File: src/rtl/conv3x3_pe_pkg.sv
// Shared constants, loader state encoding and the output saturation helper
// for the 3x3 convolution processing element.
package conv_pkg;

    localparam int PIX_W     = 8;
    localparam int W_W       = 8;
    localparam int BIAS_W    = 16;
    localparam int PROD_W    = 17;
    localparam int COL_W     = 19;
    localparam int ACC_W     = 22;
    localparam int NUM_TAPS  = 9;
    localparam int CFG_BYTES = 11;

    typedef enum logic [0:0] {
        IDLE = 1'b0,
        LOAD = 1'b1
    } cfg_state_e;

    // Clamp a non-negative shifted accumulator to the 8-bit pixel range.
    function automatic logic [7:0] sat_u8(input logic [ACC_W:0] v);
        if (|v[ACC_W:8]) begin
            return 8'hFF;
        end else begin
            return v[7:0];
        end
    endfunction

endpackage

File: src/rtl/conv3x3_pe_cfg_loader.sv
// Serial weight/bias loader: byte-wide shadow fill, atomic commit of the
// active set on the final bias byte, cfg_done pulse and sticky w_ready.
module conv3x3_cfg_loader
    import conv_pkg::*;
(
    input  logic                          clk,
    input  logic                          rst_n,
    input  logic                          cfg_start,
    input  logic                          cfg_valid,
    input  logic [7:0]                    cfg_data,
    output logic                          cfg_done,
    output logic                          w_ready,
    output logic [NUM_TAPS-1:0][W_W-1:0]  act_w,
    output logic [BIAS_W-1:0]             act_bias
);

    cfg_state_e                   r_state;
    cfg_state_e                   w_next_state;
    logic [3:0]                   r_count;
    logic [NUM_TAPS-1:0][W_W-1:0] r_shadow_w;
    logic [7:0]                   r_shadow_bias_lo;
    logic [NUM_TAPS-1:0][W_W-1:0] r_act_w;
    logic [BIAS_W-1:0]            r_act_bias;
    logic                         r_done;
    logic                         r_ready;
    logic                         w_accept;
    logic                         w_commit;
    logic [3:0]                   w_slot;

    // Loader state register.
    always_ff @(posedge clk) begin
        if (!rst_n) begin
            r_state <= IDLE;
        end else begin
            r_state <= w_next_state;
        end
    end

    // Next state: a start pulse always wins and restarts the load.
    always_comb begin
        w_next_state = r_state;
        if (cfg_start) begin
            w_next_state = LOAD;
        end else if (w_commit) begin
            w_next_state = IDLE;
        end else begin
            w_next_state = r_state;
        end
    end

    // Byte acceptance decode; a byte alongside cfg_start lands in slot 0.
    always_comb begin
        w_slot = cfg_start ? 4'd0 : r_count;
        if (cfg_start) begin
            w_accept = cfg_valid;
        end else if (r_state == LOAD) begin
            w_accept = cfg_valid;
        end else begin
            w_accept = 1'b0;
        end
        w_commit = w_accept && (w_slot == 4'(CFG_BYTES - 1));
    end

    // Shadow fill, commit and status flags. Stale shadow bytes from an
    // aborted load are always overwritten before the next commit.
    always_ff @(posedge clk) begin
        if (!rst_n) begin
            r_count          <= 4'd0;
            r_shadow_w       <= '0;
            r_shadow_bias_lo <= 8'd0;
            r_act_w          <= '0;
            r_act_bias       <= 16'd0;
            r_done           <= 1'b0;
            r_ready          <= 1'b0;
        end else begin
            r_done  <= w_commit;
            r_ready <= r_ready | w_commit;
            if (w_accept) begin
                r_count <= w_slot + 4'd1;
            end else if (cfg_start) begin
                r_count <= 4'd0;
            end
            if (w_accept && (w_slot < 4'(NUM_TAPS))) begin
                r_shadow_w[w_slot] <= cfg_data;
            end
            if (w_accept && (w_slot == 4'(NUM_TAPS))) begin
                r_shadow_bias_lo <= cfg_data;
            end
            if (w_commit) begin
                r_act_w    <= r_shadow_w;
                r_act_bias <= {cfg_data, r_shadow_bias_lo};
            end
        end
    end

    assign cfg_done = r_done;
    assign w_ready  = r_ready;
    assign act_w    = r_act_w;
    assign act_bias = r_act_bias;

endmodule

File: src/rtl/conv3x3_pe.sv
// 3x3 convolution PE: 4-cycle MAC pipeline with ReLU, shift and saturation.
// Optional macro CONV3X3_PE_ROUND_EN selects round-half-up before the shift.
module conv3x3_pe #(
    parameter int OUT_SHIFT = 7,
    parameter int PIX_W     = 8,
    parameter int W_W       = 8
) (
    input  logic             clk,
    input  logic             rst_n,
    input  logic             win_valid,
    input  logic [PIX_W-1:0] win_0,
    input  logic [PIX_W-1:0] win_1,
    input  logic [PIX_W-1:0] win_2,
    input  logic [PIX_W-1:0] win_3,
    input  logic [PIX_W-1:0] win_4,
    input  logic [PIX_W-1:0] win_5,
    input  logic [PIX_W-1:0] win_6,
    input  logic [PIX_W-1:0] win_7,
    input  logic [PIX_W-1:0] win_8,
    input  logic             cfg_start,
    input  logic             cfg_valid,
    input  logic [7:0]       cfg_data,
    output logic             cfg_done,
    output logic             w_ready,
    output logic             out_valid,
    output logic [7:0]       out_pixel
);
    import conv_pkg::*;

`ifdef CONV3X3_PE_ROUND_EN
    localparam logic [ACC_W:0] ROUND_ADD = ({{ACC_W{1'b0}}, 1'b1} << OUT_SHIFT) >> 1;
`else
    localparam logic [ACC_W:0] ROUND_ADD = '0;
`endif

    logic [NUM_TAPS-1:0][W_W-1:0]   w_act_w;
    logic [BIAS_W-1:0]              w_act_bias;
    logic [NUM_TAPS-1:0][PIX_W-1:0] w_win;

    logic                           r_s1_valid;
    logic [NUM_TAPS-1:0][PIX_W-1:0] r_s1_pix;
    logic [NUM_TAPS-1:0][W_W-1:0]   r_s1_w;
    logic [BIAS_W-1:0]              r_s1_bias;
    logic signed [PROD_W-1:0]       w_prod [NUM_TAPS];
    logic                           r_s2_valid;
    logic signed [PROD_W-1:0]       r_s2_prod [NUM_TAPS];
    logic [BIAS_W-1:0]              r_s2_bias;
    logic                           r_s3_valid;
    logic signed [COL_W-1:0]        r_s3_col [3];
    logic [BIAS_W-1:0]              r_s3_bias;
    logic                           r_s4_valid;
    logic signed [ACC_W-1:0]        r_s4_acc;
    logic [ACC_W:0]                 w_pos;
    logic [7:0]                     w_pix_next;
    logic                           r_out_valid;
    logic [7:0]                     r_out_pixel;

    conv3x3_cfg_loader u_cfg (
        .clk       (clk),
        .rst_n     (rst_n),
        .cfg_start (cfg_start),
        .cfg_valid (cfg_valid),
        .cfg_data  (cfg_data),
        .cfg_done  (cfg_done),
        .w_ready   (w_ready),
        .act_w     (w_act_w),
        .act_bias  (w_act_bias)
    );

    assign w_win = {win_8, win_7, win_6, win_5, win_4, win_3, win_2, win_1, win_0};

    // Unsigned pixel times signed weight, both extended to the product width.
    always_comb begin
        for (int k = 0; k < NUM_TAPS; k++) begin
            w_prod[k] = $signed({{(PROD_W-PIX_W){1'b0}}, r_s1_pix[k]})
                      * $signed({{(PROD_W-W_W){r_s1_w[k][W_W-1]}}, r_s1_w[k]});
        end
    end

    // Post-ReLU requantisation of the accumulator.
    always_comb begin
        w_pos      = '0;
        w_pix_next = 8'd0;
        if (r_s4_acc[ACC_W-1]) begin
            w_pix_next = 8'd0;
        end else begin
            w_pos      = ({1'b0, r_s4_acc} + ROUND_ADD) >> OUT_SHIFT;
            w_pix_next = sat_u8(w_pos);
        end
    end

    // Pipeline: the weight set travels with its window from capture onwards.
    always_ff @(posedge clk) begin
        if (!rst_n) begin
            r_s1_valid  <= 1'b0;
            r_s1_pix    <= '0;
            r_s1_w      <= '0;
            r_s1_bias   <= '0;
            r_s2_valid  <= 1'b0;
            r_s2_bias   <= '0;
            r_s3_valid  <= 1'b0;
            r_s3_bias   <= '0;
            r_s4_valid  <= 1'b0;
            r_s4_acc    <= '0;
            r_out_valid <= 1'b0;
            r_out_pixel <= 8'd0;
            for (int k = 0; k < NUM_TAPS; k++) r_s2_prod[k] <= '0;
            for (int c = 0; c < 3; c++) r_s3_col[c] <= '0;
        end else begin
            r_s1_valid <= win_valid && w_ready;
            r_s1_pix   <= w_win;
            r_s1_w     <= w_act_w;
            r_s1_bias  <= w_act_bias;
            r_s2_valid <= r_s1_valid;
            r_s2_bias  <= r_s1_bias;
            for (int k = 0; k < NUM_TAPS; k++) r_s2_prod[k] <= w_prod[k];
            r_s3_valid <= r_s2_valid;
            r_s3_bias  <= r_s2_bias;
            for (int c = 0; c < 3; c++) begin
                r_s3_col[c] <= COL_W'(r_s2_prod[3*c]) + COL_W'(r_s2_prod[3*c+1])
                             + COL_W'(r_s2_prod[3*c+2]);
            end
            r_s4_valid <= r_s3_valid;
            r_s4_acc   <= ACC_W'(r_s3_col[0]) + ACC_W'(r_s3_col[1]) + ACC_W'(r_s3_col[2])
                        + ACC_W'($signed(r_s3_bias));
            r_out_valid <= r_s4_valid;
            if (r_s4_valid) begin
                r_out_pixel <= w_pix_next;
            end
        end
    end

    assign out_valid = r_out_valid;
    assign out_pixel = r_out_pixel;

endmodule

File: config.mk
export PLATFORM = sky130hd
export DESIGN_NAME = conv3x3_pe
export DESIGN_NICKNAME = d
export VERILOG_FILES = /design/src/rtl/conv3x3_pe_pkg.sv /design/src/rtl/conv3x3_pe_cfg_loader.sv /design/src/rtl/conv3x3_pe.sv
export SDC_FILE = /design/constraint.sdc
export NUM_CORES = 2
export LEC_CHECK = 0
export ABC_AREA = 1
export BUFFER_PORTS_ARGS = -buffer_cell sky130_fd_sc_hd__buf_2
export CAP_MARGIN = 0
export CORE_MARGIN = 2
export CORE_UTILIZATION = 25
export DETAILED_ROUTE_END_ITERATION = 8
export SYNTH_ARGS = -nofsm -noshare
export SYNTH_HDL_FRONTEND = slang
export SYNTH_SLANG_ARGS = --single-unit
export TNS_END_PERCENT = 10
File: constraint.sdc
create_clock -name clk -period 10.95 [get_ports clk]
set_input_delay 0 -clock clk [delete_from_list [all_inputs] [get_ports clk]]
set_output_delay 0 -clock clk [all_outputs]
set_load 0.02 [all_outputs]
==> out/qor.yml <==
final_layout:
  finalInstanceArea_um2: 49200
  drive_gt1_share_pct: 5.08
  fillers: 18600
  fin_nets: 6597
  ff_latch_area_um2: 12100
  diodes: 0
  area_growth_syn_to_layout_pct: 13.4
  final_cells: 7982
  multi_input_area_um2: 25400
  final_util_pct: 28.6
routing:
  drc: 0
  wl_met2_um: 50000
  drt_iter0_markers: 1772
  detail-route-antenna-nets: 0
  firstDrtPassIters: 6
  dr_wl_met3_um: 3520
  wl_met1_um: 45700
  vias: 33000
  routed_wl_um: 102000
  wl_per_cell_um: 12.8
  maxUsedRoutingLayer: "met4"
  vias_per_cell: 4.14
sta:
  period_minus_slack_ns: 4.62
  max_slew_margin_pct: 31.9
  hold_viol_final: 0
  rsz0062_at_grt: "no"
  drv_slew: 0
  finalCritPeriodShare_pct: 42.2
  finalSetupTns_ns: 0
  tightestPinTransition_ns: 1.02
  setup_viol: 0
  hold_ws_ns: 0.0727
  max_freq_mhz: 216
  clock_skew_ns: 0.0329
  post-route-worst-setup-slack_ns: 6.33
clocking:
  h-tree-depth: 3
  cts_resized: 0
  worst_skew_pair.late_latency_ns: 0.65
  clock-sinks: 605
  clk_pin_slew_ns: 0.07
  cts-root-buf: "clkbuf_16"
  cts_tree: "built"
  cts_buffers: 68
  cts_buffer_depth: 3
synthesis:
  ys_types: 44
  synth.avg_cell_area_um2: 7.79
  ys_seq_elements: 605
  synth_enable_flop_cells: 0
  synth_nets: 6541
  syn_area_um2: 43400
  synth.most_common_cell: "inv_1"
  synth-main-ff-cell: "dfxtp_1"
  seq_area_frac_synth_pct: 27.9
  syn_inst: 5569
  synth_largest_area_cell: "dfxtp_1"
  async_reset_ff_share_pct: 0
  ys_top_cells_by_count: "inv_1 (1303), nand2_1 (1141), dfxtp_1 (605), nor2_1 (498), ha_1 (462)"
  synth_top_area_share_pct: 27.9
  yosys-top-cells-area: "dfxtp_1 (28%), fa_1 (20%), ha_1 (13%)"
  yosysWarnings: 0
floorplan:
  die_h_um: 421
  die_x_um: 421
  pin_count: 96
  die-area_um2: 177000
  start_util_pct: 25.2
  core_area_um2: 172000
  row_count: 152
global_routing:
  grt-ovfl-total: 0
  grt_max_degree: 93
  antenna_found_initial: 0
  grt_usage_pct: 11.9
  grt_first_pass_wirelength_um: 171000
  grt_pass1_vias: 33800
critical_path:
  cp_max_fo: 9
  worstRegToRegCells: 17
  cp-start-kind: "register"
  critPathLaunch: "r_s1_w[39]"
  cp_data_arrival_time_ns: 5.19
  r2r_start: "r_s1_w[39]"
  cp-end-kind: "register"
  cp_cell_sequence: "clkinv_1 -> or2_2 -> fa_1 -> fa_1 -> inv_1 -> fa_1 -> inv_1 -> fa_1 -> inv_1 -> ha_1 -> a21oi_1 -> o21ai_0 -> a21oi_1 -> o21ai_0 -> nand2_1 -> nand2_1 -> nor2_1"
  timing.rr.end: "r_s2_prod[0][80]"
  crit_path_max_incr_delay_ns: 0.55
  crit_path_top_delay_cell: "fa_1"
  critPathKind: "reg -> reg"
  r2r_slack_ns: 6.33
  critPathRequiredTime_ns: 11.51
  cp_common_cell: "fa_1"
hold_path:
  min_path_type: "in -> reg"
  min_from: "win_6[7]"
  hold-path-cell-count: 4
  min_to: "r_s1_pix[55]"
placement:
  io_buffers: 95
  dpl_cell_area_um2: 45900
  gp_congestion: 0.856
  place_hpwl_um: 79900
  place_inst: 7764
  pre_cts_ws_ns: 6.38
pwr:
  p_leak_nw: 28.3
  power.density_nw_per_um2: 95.7
  vdd.ir_drop.worst_mv: 0.0964
  total_power_mw: 4.71
run:
  cap_violations: 0
run_status:
  run_status: "finished clean"
-- worst max-delay path: cells and delay by family (launching register included) --
family                   cells  cell delay, ns
adder cells (fa/ha/maj)      5            2.46
AO/OA/AOI/OAI                4            0.74
AND/OR/NAND/NOR              4            0.62
buffers and inverters        4            0.39
flip-flops                   1            0.35
-- report_power, final --
| part | internal [mW] | leakage (nW) | total (mW) | switching [mW] |
|---|---|---|---|---|
| clock | 1.35 | 1.11 | 2.32 | 0.971 |
| sequential | 2.22 | 4.89 | 2.26 | 0.0417 |
| combinational | 0.0512 | 22.3 | 0.124 | 0.0730 |
-- cell usage in the layout, fill, tap and decap left out, drive strengths merged, types with 7 or more instances in the layout --
cell and instances:
inv 1313, nand4 17, nand2 1143, dlygate4sd3 101, clkinv 28, a211oi 16
o21bai 11, ha 462, o21a 7, nor2 521, nand3 82, a31oi 10
dfxtp 605, fa 425, clkbuf 86, a21oi 372, xor2 10, buf 102
or2 36, o21ai 256, a21boi 10, a21o 11, nor3 17
-- how the worst max path moves through the flow --
stage | to | slack [ns] | cells after the start
2_1_floorplan | r_s2_prod[0][80] | 6.76 | 17
3_3_place_gp | r_s2_prod[0][80] | 6.39 | 17
3_5_place_dp | r_s2_prod[0][80] | 6.38 | 16
4_1_cts | r_s2_prod[0][80] | 6.33 | 17
5_1_grt | r_s2_prod[0][80] | 6.04 | 17
6_report | r_s2_prod[0][80] | 6.33 | 17
-- layout make-up --
type / count / share of cell area [%]
Inverter: 1319 / 10.1
Multi-Input combinational cell: 3428 / 51.7
Timing Repair Buffer: 203 / 3.15
Clock inverter: 31 / 0.791
Sequential cell: 605 / 24.6
Tap cell: 2310 / 5.88
Clock buffer: 86 / 3.82
-- per-layer routing --
layer / GRT usage, % / vias up
met4: 3.73 / 0
li1: - / 16800
met5: 0 / -
met3: 1.42 / 131
met2: 21.2 / 474
met1: 14.8 / 15600
-- flip-flops by register name, summed over array words and instances (netlist names), 4 cells and up --
signal / count
u_cfg.act_w: 72
r_s3_bias: 16
r_s1_bias: 16
r_s2_bias: 16
r_s2_prod: 153
r_s1_pix: 72
r_s4_acc: 15
r_s3_col: 57
u_cfg.act_bias: 16
out_pixel: 8
u_cfg.r_count: 4
u_cfg.r_shadow_bias_lo: 8
r_s1_w: 72
u_cfg.r_shadow_w: 72
-- kinds of logic after synthesis --
kind of cell / count (synthesis) / synth area share, %
xor gates and xnor gates: 10 / 0.202
adders and majority gates: 887 / 32.9
AOI/OAI and AO/OA: 707 / 8.71
and+or+nand+nor: 1824 / 16.7
buffers and inverters: 1536 / 13.5
DFF: 605 / 27.9
-- repair_timing --
action / CTS / global route
hold buffers: 101 / 0
hold endpoints to repair: 221 / 0
setup buffers: 0 / 0
Note: power is estimated with default switching activity, not from simulation.
